**config.mk**
```make
export PLATFORM = sky130hd
export DESIGN_NAME = wash_level_tank
export DESIGN_NICKNAME = d
export VERILOG_FILES = /design/src/rtl/wash_pkg.sv /design/src/rtl/wash_level_tank.sv
export SDC_FILE = /design/constraint.sdc
export NUM_CORES = 1
export LEC_CHECK = 0
export CAP_MARGIN = 20
export CORE_AREA = 2 2 39 41
export DETAILED_ROUTE_END_ITERATION = 6
export DIE_AREA = 0 0 41 43
export PLACE_DENSITY = 0.63
export SKIP_LAST_GASP = 1
export SLEW_MARGIN = 20
export SYNTH_ARGS = -nofsm -noshare
export SYNTH_HDL_FRONTEND = slang
export SYNTH_SLANG_ARGS = --single-unit
export TNS_END_PERCENT = 10
```
**constraint.sdc**
```tcl
create_clock -name Clock -period 2.2 [get_ports Clock]
set_input_delay 0.44 -clock Clock [delete_from_list [all_inputs] [get_ports Clock]]
set_output_delay 0.44 -clock Clock [all_outputs]
set_load 0.01 [all_outputs]
```
**src/rtl/wash_pkg.sv**
```systemverilog
// Shared types and defaults for the washing-machine controller and its plant model.
package wash_pkg;

  typedef enum logic [2:0] {
    PH_IDLE       = 3'd0,
    PH_CYCLE_RUN  = 3'd1,
    PH_CYCLE_DONE = 3'd2,
    PH_SPIN_RUN   = 3'd3,
    PH_SPIN_DONE  = 3'd4
  } phase_t;

  // Controller-side encodings, so both ends of the loop agree on state numbering.
  typedef enum logic [2:0] {
    CTRL_IDLE      = 3'd0,
    CTRL_FILL      = 3'd1,
    CTRL_DETERGENT = 3'd2,
    CTRL_WASH      = 3'd3,
    CTRL_DRAIN     = 3'd4,
    CTRL_SPIN      = 3'd5
  } ctrl_state_t;

  localparam int DEF_FULL_LEVEL  = 8;
  localparam int DEF_RATE_DIV    = 2;
  localparam int DEF_CYCLE_TICKS = 10;
  localparam int DEF_SPIN_TICKS  = 5;

  function automatic int max2(input int a, input int b);
    return (a > b) ? a : b;
  endfunction

endpackage

```
**src/rtl/wash_level_tank.sv**
```systemverilog
// Water tank: prescaled, saturating level counter with Filled/Drained decode.
module wash_level_tank
  import wash_pkg::*;
#(
  parameter int FULL_LEVEL = DEF_FULL_LEVEL,
  parameter int RATE_DIV   = DEF_RATE_DIV,
  localparam int LW = $clog2(FULL_LEVEL + 1),
  localparam int PW = $clog2(RATE_DIV + 1)
) (
  input  logic          Clock,
  input  logic          Reset,
  input  logic          Fill_valve_on,
  input  logic          Drained_valve_on,
  output logic [LW-1:0] Water_Level,
  output logic          Filled,
  output logic          Drained
);

  logic [PW-1:0] presc_reg, presc_next;
  logic [LW-1:0] level_reg, level_next;

  // Prescaler only runs with exactly one valve open; off or both-open clears it.
  always_comb begin
    presc_next = '0;
    level_next = level_reg;
    if (Fill_valve_on ^ Drained_valve_on) begin
      if (presc_reg == PW'(RATE_DIV - 1)) begin
        presc_next = '0;
        if (Fill_valve_on && (level_reg != LW'(FULL_LEVEL)))
          level_next = level_reg + LW'(1);
        else if (Drained_valve_on && (level_reg != '0))
          level_next = level_reg - LW'(1);
      end else begin
        presc_next = presc_reg + PW'(1);
      end
    end
  end

  always_ff @(posedge Clock) begin
    if (Reset) begin
      presc_reg <= '0;
      level_reg <= '0;
    end else begin
      presc_reg <= presc_next;
      level_reg <= level_next;
    end
  end

  assign Water_Level = level_reg;
  assign Filled      = (level_reg == LW'(FULL_LEVEL));
  assign Drained     = (level_reg == '0);

endmodule

```
-- Word-level counts from Yosys, hierarchy flattened
Cells that the tools add are included.
W data, S select, Z words.
- add/subtract/negate cells: 3
- equal/unequal tests: 3
- muxes and demuxes: 2
- bitwise operators: 2
- reductions and logical operators: 7
- operator list (operator ; count):
    $mux W4 ; 2
    $add A4 B1 Y4 const B ; 1
    $eq A4 B4 Y1 const B ; 1
    $logic_not A4 Y1 ; 1
    $ne A4 B4 Y1 const B ; 1
    $reduce_bool A4 Y1 ; 1
    $sub A4 B1 Y4 const B ; 1
    $reduce_and A3 Y1 ; 1
    $reduce_or A3 Y1 ; 1
    $add A2 B1 Y2 const B ; 1
    $eq A2 B1 Y1 const B ; 1
    $logic_and A1 B1 Y1 ; 2
    $reduce_bool A2 Y1 ; 1
    $not A1 Y1 ; 1
    $xor A1 B1 Y1 ; 1
- bits in registers: 6
- input bits: 4
- output and inout port bits: 6
- word-level logic and storage cells: 19

-- Depth between registers and ports, before layout
- depth after elaboration: 4
- gate-level depth with buffers: 7
- mapped depth without buffers: 7

-- Least setup slack after synthesis
No wires, ideal clock.
- kind: reg2reg
- start: register level_reg[0] (netlist: Water_Level[0])
- end: register level_reg[3] (netlist: Water_Level[3])
- library setup time: 0.123 ns
- arrival: 2.198 ns
- data required time: 2.077 ns
- setup slack: -0.121 ns
- stages on the path, launching flop included: 8
- path buffers: 0
- period minus slack after synthesis: 2.321 ns
- path through: dfxtp_1 or4b_4 nand2_1 ha_1 and3_1 a211o_1 a21oi_2 mux2_1
- longest elaborated chain between the ends: 4
- elaborated cells between the ends (all ways): 10
- classes of those cells: 2 x add/sub; 1 x eq/ne; 2 x mux; 5 x reduce/logical
- RTL lines (item ; line ; source):
    start: declaration ; wash_level_tank.sv:20 ; logic [LW-1:0] level_reg, level_next;
    start signal: assignment ; wash_level_tank.sv:45 ; level_reg <= level_next;
    parallel branches: the longest is 4 deep, another holds $sub A4 B1 Y4 ; -- ;
Parallel ways; which one is timed is not known. The select of a mux whose other input is x is not followed.
A chain may end at the register's enable or synchronous reset.

-- Worst setup path after layout
Same ends and word-level chain as after synthesis.

==> results.md <==
| Quantity | Reported |
|---|---|
| Remaining max-slew budget at the tightest pin | 84.31% |
| Sequential-to-total area share from yosys stat | 32.54% |
| Hold-fix buffers at CTS | 0 |
| Post-synthesis instance total | 38 |
| Sink Count | 6 |
| Critical path data required time | 2.32 ns |
| Number of rows created at floorplan | 14 |
| Pleak | 0.0003041 uW |
| Critical Path Source Type | register |
| Ys Warns | 0 |
| Num ports | 10 |
| Clock input transition at the sequential cells of the worst setup and hold paths | 0.05 ns |
| Clock latency on the worst-skew pair | 0.24 ns |
| Critical path's top delay family | simple AND/OR/NAND/NOR gates |
| Endpoint of the lowest-slack register-to-register path | Water_Level[3]$_SDFFE_PP0P_ |
| Area contributors post-synth | sky130_fd_sc_hd__dfxtp_1 33%, sky130_fd_sc_hd__ha_1 10%, sky130_fd_sc_hd__nor2_1 8.1% |
| TritonCTS clock tree | done |
| Instance area after placement | 585.6 um2 |
| Largest net degree at the start of global routing | 7 |
| Core region area | 0.001384 mm2 |
| HPWL after detailed placement | 681.5 um |
| Setup slack of the critical path after layout | 0.01325 ns |
| Setup repair after global routing missed its margin | yes |
| Layout cell share with drive strength beyond 1 | 38.33% |
| Antenna violations before repair | 0 |
| Data arrival at the endpoint of the critical path | 2.31 ns |
| Post-route cell area | 621.8 um2 |
| Hold WC Path Type | reg -> reg |
| Total via count after detailed routing | 349 |
| Endpoints failing hold | 0 |
| Final weighted congestion in routability-driven placement | 0.7522 |
| Source of the worst register-to-register timing path | Water_Level[0]$_SDFFE_PP0P_ |
| Pins Over Slew Limit | 0 |
| Library cell with the largest summed area after synthesis | sky130_fd_sc_hd__dfxtp_1 |
| Area enclosed by the die boundary | 0.001763 mm2 |
| Slew of the pin with the lowest slew margin | 0.2345 ns |
| Maximum fanout encountered on the critical timing path | 3 |
| Power per cell area | 488.6 mW/mm2 |
| Startpoint of the most critical hold path | presc_reg[0]$_SDFF_PP0_ |
| First-iteration detailed-routing DRC count | 4 |
| Max reg flops | 4 |
| Area of the mapped netlist | 369.1 um2 |
| Reg-to-reg setup timing slack | 0.01 ns |
| Layout area overhead | 68.47% |
| Number of buffers created by CTS | 3 |
| Remaining routing DRC violations | 0 |
| Global-route wire length before repair | 1.400 mm |
| Final TNS setup | 0 ns |
| Number of input and output port buffers inserted | 9 |
| Via count of the first global-routing pass | 361 |
| Detailed-route wire length per cell | 11.17 um |
| CTS Root Cell | sky130_fd_sc_hd__clkbuf_4 |
| H-tree lvl count | 1 |
| Sequence of cells on the critical path | or4b_4 > nand2_4 > ha_1 > and3_4 > a211o_1 > a21oi_2 > mux2_4 |
| Average instance area after synthesis | 9.713 um2 |
| Post-route fraction of the period consumed by the critical path | 99.40% |
| Flip-flop and latch count after synthesis | 6 |
| Width of the die | 41 um |
| Skew final | 0.002766 ns |
| Initial DRT Pass Iterations | 3 |
| Initial Util | 26.67% |
| Post-Synthesis Net Count | 46 |
| Number of instances on the worst hold path | 1 |
| Number of cells on the worst reg-to-reg path | 7 |
| # Max-Cap Violations | 0 |
| Number of distinct library cell variants in the gate-level netlist after synthesis | 19 |
| Global-route usage over all layers | 11.88% |
| CP bufs+invs | 0 |
| Post-DRT Antenna Nets | 0 |
| Area share of the largest cell type after synthesis | 32.54% |
| Worst Setup End Kind | register |
| Worst voltage drop across the vdd grid | 0.2589 mV |
| Setup-failing EPs final | 0 |
| Antenna diode count | 0 |
| Hold EP | presc_reg[0]$_SDFF_PP0_ |
| Most frequent cells in the layout | 8 x sky130_fd_sc_hd__nor2_1, 8 x sky130_fd_sc_hd__buf_4, 7 x sky130_fd_sc_hd__clkdlybuf4s50_1 |
| Pre-CTS setup slack | -0.1301 ns |
| Die extent in y | 43 um |
| Final min period | 2.187 ns |
| Maximum clock insertion buffer count | 2 |
| Number of vias per cell | 4.592 |
| Number of nets in the layout | 69 |
| GR Overflow Total | 0 |
| Crit-path slowest cell | sky130_fd_sc_hd__or4b_4 |
| Detailed Route WL | 849 um |
| Fmax achieved | 457.3 MHz |
| Type of the setup path with the least slack | reg -> reg |
| Largest stage delay on the critical path | 0.54 ns |
| Result of the run | finished, final reports clean |
| Overall power of the completed layout | 303.8 uW |
## kinds of logic (layout without fill, tap and decap cells)
| group | count (synthesis) | count (layout) | synth area share, % |
|---|---|---|---|
| flip-flops | 6 | 6 | 32.54 |
| multiplexers | 4 | 4 | 11.53 |
| AO/OA/AOI/OAI | 5 | 5 | 12.21 |
| XOR/XNOR | 3 | 3 | 7.120 |
| buffers and inverters | 2 | 24 | 2.035 |
| AND/OR/NAND/NOR | 14 | 14 | 18.99 |
| adder cells (fa/ha/maj) | 4 | 4 | 15.59 |
## how the worst max path moves through the flow
stage	slack, ns	cells past startpoint	startpoint	end
4_1_cts	-0.02	7	Water_Level[0]$_SDFFE_PP0P_	Water_Level[3]$_SDFFE_PP0P_
2_1_floorplan	-0.01	7	Water_Level[0]$_SDFFE_PP0P_	Water_Level[3]$_SDFFE_PP0P_
3_5_place_dp	-0.13	7	Fill_valve_on	Water_Level[3]$_SDFFE_PP0P_
5_1_grt	-0.07	7	Water_Level[2]$_SDFFE_PP0P_	Water_Level[3]$_SDFFE_PP0P_
3_3_place_gp	-0.11	7	Fill_valve_on	Water_Level[3]$_SDFFE_PP0P_
6_report	0.01	7	Water_Level[0]$_SDFFE_PP0P_	Water_Level[3]$_SDFFE_PP0P_
## worst register-to-register path, delay by kind of cell (launching register included)
kind	cells	cell delay [ns]
DFF	1	0.33
AOI/OAI and AO/OA	2	0.37
adders and majority gates	1	0.23
and+or+nand+nor	3	0.84
muxes	1	0.30
## cells in the mapped netlist
cell	number
sky130_fd_sc_hd__o211ai_1	1
sky130_fd_sc_hd__a21oi_2	1
sky130_fd_sc_hd__o211ai_2	1
sky130_fd_sc_hd__mux2_2	1
sky130_fd_sc_hd__nor2b_1	1
sky130_fd_sc_hd__fa_1	1
sky130_fd_sc_hd__xor2_1	3
sky130_fd_sc_hd__mux2_1	1
sky130_fd_sc_hd__and3_1	1
sky130_fd_sc_hd__ha_1	3
sky130_fd_sc_hd__a21o_1	1
sky130_fd_sc_hd__or3_1	1
sky130_fd_sc_hd__a211o_1	1
sky130_fd_sc_hd__dfxtp_1	6
sky130_fd_sc_hd__or4b_4	1
sky130_fd_sc_hd__nor2_1	8
sky130_fd_sc_hd__nand2_1	2
sky130_fd_sc_hd__mux2i_1	2
sky130_fd_sc_hd__inv_1	2
## report_power, final
part	total, uW	switching [uW]	internal [uW]
registers	117	2.54	114
clock network	108	39.7	68.7
logic	78.8	34.9	43.8
total	304	77.2	227
## routing by layer
| metal | GRT usage, % | wire (um) | vias to the layer above |
|---|---|---|---|
| met5 | 0 | 0 | - |
| met4 | 10.00 | 0 | 0 |
| met3 | 1.571 | 30 | 0 |
| met2 | 18.13 | 440 | 7 |
| met1 | 13.64 | 378 | 166 |
| li1 | - | - | 176 |
## layout make-up
class                      count  area (um2)
sequential                     6       126.4
inverter                       2       7.507
fill                         133       762.0
timing repair buffer          18       171.4
multi-input combinational     30       270.3
clock buffer                   4       26.28
tap                           16       20.02
## per-stage QoR
stage / hold WS (ns) / utilization [%] / std cells
2_1_floorplan: 0.3974 / - / 38
3_3_place_gp: 0.4094 / 42.31 / 72
3_5_place_dp: 0.4235 / 42.31 / 72
4_1_cts: 0.4300 / 44.12 / 76
5_1_grt: 0.4398 / 44.94 / 76
6_report: 0.4261 / 44.94 / 76
## repair_timing
action / 4_1_cts / 5_1_grt
pin swaps: 0 / 3
buffers inserted: 0 / 0
endpoints found under the setup margin: 3 / 2
gates resized for setup: 1 / 3
(Power assumes the default switching activity.)
